==> src/rtl/arch_io_pkg.sv <==
// Shared definitions for the board I/O front end: FSM state encoding and
// default debounce timing.
package arch_io_pkg;

  typedef enum logic [1:0] {
    ST_HALT = 2'd0,
    ST_RUN  = 2'd1,
    ST_STEP = 2'd2
  } state_t;

  localparam int         TICK_BIT_DEF = 17;
  localparam int         DEPTH_DEF    = 4;
  localparam logic [1:0] SETTLE_MAX   = 2'd3;

endpackage

==> src/rtl/btn_debounce_cell.sv <==
// One debounced button: shifts the synchronized input on each sample tick and
// accepts a new level only after DEPTH equal samples.
module btn_debounce_cell
  import arch_io_pkg::*;
#(
  parameter int DEPTH = DEPTH_DEF
) (
  input  logic clk,
  input  logic rst,
  input  logic tick,
  input  logic din,
  output logic level,
  output logic press
);

  logic [DEPTH-1:0] shreg;

  // Press fires only on the 0->1 acceptance; a release just clears the level.
  always_ff @(posedge clk) begin
    if (rst) begin
      shreg <= '0;
      level <= 1'b0;
      press <= 1'b0;
    end else begin
      press <= 1'b0;
      if (tick) begin
        shreg <= {shreg[DEPTH-2:0], din};
      end
      if ((&shreg) && !level) begin
        level <= 1'b1;
        press <= 1'b1;
      end else if (shreg == '0) begin
        level <= 1'b0;
      end
    end
  end

endmodule

==> src/rtl/btn_step_ctrl.sv <==
// Button debounce plus run/single-step clock-enable generation for the CPU.
//   state   | meaning
//   HALT    | CPU stopped, waiting for run mode or a step press
//   RUN     | CPU enabled every cycle
//   STEP    | CPU enabled for exactly one cycle
module btn_step_ctrl
  import arch_io_pkg::*;
#(
  parameter int N_BTN    = 4,
  parameter int TICK_BIT = TICK_BIT_DEF,
  parameter int DEPTH    = DEPTH_DEF,
  parameter int STEP_IDX = 0
) (
  input  logic             clk,
  input  logic             rst,
  input  logic [31:0]      clkdiv,
  input  logic [N_BTN-1:0] btn_raw,
  input  logic             sw_step,
  output logic [N_BTN-1:0] btn_level,
  output logic [N_BTN-1:0] btn_press,
  output logic             cpu_en,
  output logic             mode_step
);

  logic             tick_prev;
  logic             tick;
  logic [N_BTN-1:0] btn_m;
  logic [N_BTN-1:0] btn_s;
  logic             sw_m;
  logic             sw_s;
  logic [1:0]       settle;
  logic             settled;
  state_t           state;
  state_t           state_nxt;
  logic             unused_clkdiv;

  assign unused_clkdiv = ^clkdiv;

  always_ff @(posedge clk) begin
    if (rst) begin
      tick_prev <= 1'b0;
      btn_m     <= '0;
      btn_s     <= '0;
      sw_m      <= 1'b0;
      sw_s      <= 1'b0;
      settle    <= 2'd0;
    end else begin
      tick_prev <= clkdiv[TICK_BIT];
      btn_m     <= btn_raw;
      btn_s     <= btn_m;
      sw_m      <= sw_step;
      sw_s      <= sw_m;
      if (settle != SETTLE_MAX) begin
        settle <= settle + 2'd1;
      end
    end
  end

  assign tick    = clkdiv[TICK_BIT] & ~tick_prev;
  // Keeps the FSM in HALT until the synchronizers hold real samples.
  assign settled = (settle == SETTLE_MAX);

  for (genvar i = 0; i < N_BTN; i++) begin : g_btn
    btn_debounce_cell #(
      .DEPTH(DEPTH)
    ) u_cell (
      .clk  (clk),
      .rst  (rst),
      .tick (tick),
      .din  (btn_s[i]),
      .level(btn_level[i]),
      .press(btn_press[i])
    );
  end

  always_ff @(posedge clk) begin
    if (rst) begin
      state <= ST_HALT;
    end else begin
      state <= state_nxt;
    end
  end

  // Switching to run outranks a simultaneous step press.
  always_comb begin
    state_nxt = ST_HALT;
    case (state)
      ST_RUN:  state_nxt = sw_s ? ST_HALT : ST_RUN;
      ST_STEP: state_nxt = sw_s ? ST_HALT : ST_RUN;
      default: begin
        if (settled && !sw_s) begin
          state_nxt = ST_RUN;
        end else if (settled && btn_press[STEP_IDX]) begin
          state_nxt = ST_STEP;
        end else begin
          state_nxt = ST_HALT;
        end
      end
    endcase
  end

  always_comb begin
    cpu_en    = 1'b0;
    mode_step = 1'b1;
    case (state)
      ST_RUN: begin
        cpu_en    = 1'b1;
        mode_step = 1'b0;
      end
      ST_STEP: cpu_en = 1'b1;
      default: cpu_en = 1'b0;
    endcase
  end

endmodule

==> config.mk <==
export PLATFORM = sky130hd
export DESIGN_NAME = btn_step_ctrl
export DESIGN_NICKNAME = d
export VERILOG_FILES = /design/src/rtl/arch_io_pkg.sv /design/src/rtl/btn_debounce_cell.sv /design/src/rtl/btn_step_ctrl.sv
export SDC_FILE = /design/constraint.sdc
export NUM_CORES = 1
export LEC_CHECK = 0
export ABC_AREA = 1
export CORE_ASPECT_RATIO = 2
export CORE_MARGIN = 4
export CORE_UTILIZATION = 61
export CTS_CLUSTER_SIZE = 30
export DETAILED_ROUTE_END_ITERATION = 8
export DONT_BUFFER_PORTS = 1
export GPL_ROUTABILITY_DRIVEN = 0
export PLACE_DENSITY_LB_ADDON = 0.05
export SLEW_MARGIN = 20
export SYNTH_ARGS = -nofsm -noshare
export SYNTH_HDL_FRONTEND = slang
export SYNTH_SLANG_ARGS = --single-unit
export TNS_END_PERCENT = 10
==> constraint.sdc <==
create_clock -name clk -period 1 [get_ports clk]
set_input_delay 0.2 -clock clk [delete_from_list [all_inputs] [get_ports clk]]
set_output_delay 0.2 -clock clk [all_outputs]
set_load 0.02 [all_outputs]
==> results.cfg <==
[route]
drtPass1Iterations = 4
drt-initial-drc-count = 17
wl_met1_um = 1010
vias = 1237
wl_met2_um = 1450
drc = 0
wl_per_cell_um = 10.1
wl_met3_um = 83
vias_per_cell = 4.78
drt_wl_total_um = 2610
highest_layer = met4
ant_nets = 0

[final_layout]
fillers = 239
regArea_um2 = 787
num-nets-final = 271
multi_input_area_um2 = 552
drive_gt1_share_pct = 11.3
area_growth_syn_to_layout_pct = 6.70
fin_util_pct = 67.6
n_antenna_cell = 0

[timing]
fmax_mhz = 862
hold_viol = 0
fin_ws_ps = -160
slew_headroom_pct = 69.9
min_period_ps = 1160
fin_worst_skew_ps = 7.74
finalCritPeriodShare_pct = 116
final_max_slew_viol_count = 0
rsz0062_at_grt = yes
worst_slew_pin_slew_ps = 452
finalSetupViolCount = 2

[clock_network]
clk_path_buf_depth = 2
clk_pin_slew_ps = 70
post-cts-setup-buffer-count = 0
cts_tree = built
cts_sinks = 39
root_buffer = clkbuf_8
htreeDepth = 2
clk_latency_ps = 290
numCtsBuffers = 5

[critical_path]
end_kind = output pin
cp.required_ps = 800
regToRegEndpoint = state[0]
startpoint_type = flop
r2r_setup_slack_ps = 20
worstSetupPathType = reg -> out
r2r-start = state[1]
worst-r2r-cell-count = 5
path_max_fanout = 3
arrival_ps = 960

[synthesis]
synth-seq-cells = 39
syn_inst = 230
yosysUniqueCellTypes = 15
yosysTopAreaCell = dfxtp_1
synth_nets = 271
avgSynthCellArea_um2 = 6.98
ys_warn_count = 0
syn_area_um2 = 1610
synthTopCellsByArea = dfxtp_1 49%, nor2_1 16%, inv_1 11%
synth-seq-area-share_pct = 48.6
synth.top_cell.area_share_pct = 48.6

[worst_hold_path]
min_path_cells = 2
min_from = btn_raw[1]
hp-class = in -> reg
min_to = btn_m[1]

[global_route]
track_usage_pct = 18.1
grt_overflow = 0
grt_pass1_wl_um = 4790
antenna_found_initial = 0
grt_max_degree = 20
grt_pass1_vias = 1222

[die]
io_pins = 49
die_area_um2 = 3570
start_util_pct = 63.3
die_x_um = 44.3
core_um2 = 2540
die_h_um = 80.6
num_rows = 26

[power]
p_leak_nw = 0.897
ir_drop_mv = 1.08
total_power_mw = 3.04
cellPowerDensity_nw_per_um2 = 1770

[status]
status = finished with violations
violations = setup timing

[placement]
io_buffer_count = 0
place_ws_ps = -68.3
dp_hpwl_um = 1820

[flow_run]
maxCapViolations = 0
==> how the worst max path moves through the flow <==
stage | slack [ps] | start | cells past startpoint | to
after floorplan | 10 | state[1] | 5 | state[0]
after global placement | -30 | state[1] | 5 | state[0]
after detailed placement | -70 | state[1] | 5 | state[0]
after CTS | -180 | state[1] | 3 | cpu_en
after global routing | -200 | state[1] | 3 | cpu_en
final | -160 | state[1] | 3 | cpu_en
==> critical path, cell delays in order (launching register included) <==
cell and delay, ps:
dfxtp_2 320, inv_2 40, ha_4 260, inv_4 50
==> placed cells by master, fill, tap and decap left out, drive strengths merged <==
cell,n
buf,6
dlygate4sd3,1
dlymetal6s4s,1
xor2,1
nand2,32
clkbuf,7
nand3,21
clkinv,1
o21ai,2
dfxtp,39
nor2,68
inv,49
nor3,1
ha,2
==> state kept, by name, indices dropped and copies added, names as in the netlist <==
name and flops:
g_btn.u_cell.level 4, g_btn.u_cell.shreg 16, sw_s 1, sw_m 1, btn_s 4, g_btn.u_cell.press 4, btn_m 4, settle 2
state 2, tick_prev 1
==> cells in the mapped netlist, drive strengths merged <==
cell type	number
nor2	68
buf	13
inv	49
dfxtp	39
o21ai	2
ha	2
clkbuf	2
nor3	1
xor2	1
nand3	21
nand2	32
==> power breakdown <==
part	leakage [nW]	switching, mW	internal (mW)
Combinational	0.532	0.195	0.144
Sequential	0.323	0.0659	1.65
Clock	0.0422	0.492	0.488
Total	0.897	0.753	2.28
==> final cells by class <==
class	count	area share, %
timing repair buffer	8	3.94
tap	28	2.04
multi-input combinational	127	32.2
clock buffer	7	4.45
clock inverter	1	0.292
inverter	49	11.2
sequential	39	45.9
==> kinds of logic (layout without fill, tap and decap cells) <==
group,after synthesis,in the layout,synth area share (%)
simple gates,122,122,30.7
buf+inv,64,65,18.0
flops,39,39,48.6
fa+ha+maj,2,2,1.56
compound gates,2,2,0.623
xor+xnor,1,1,0.545
==> metrics by stage <==
| step | cells | area (µm²) | hold slack (ps) | setup TNS [ps] |
|---|---|---|---|---|
| CTS | 259 | 1710 | 0.951 | -263 |
| floorplan | 230 | 1610 | 307 | 0 |
| detailed placement | 249 | 1580 | 276 | -78.5 |
| global placement | 249 | 1580 | 274 | -28.9 |
| global route | 259 | 1710 | 4.89 | -381 |
| finish | 259 | 1710 | 11.7 | -227 |
==> timing repair <==
action,in CTS,in global routing
endpoints found under the hold margin,12,0
hold buffers,2,0
setup endpoints to repair,8,18
gates resized for setup,11,4
==> metal layers <==
layer | track usage (%) | vias up
met1 | 16.5 | 558
met5 | 0 | -
met4 | 9.97 | 0
li1 | - | 660
met3 | 5.38 | 6
met2 | 33.6 | 13
No activity file was read; power rests on OpenSTA's default activity.
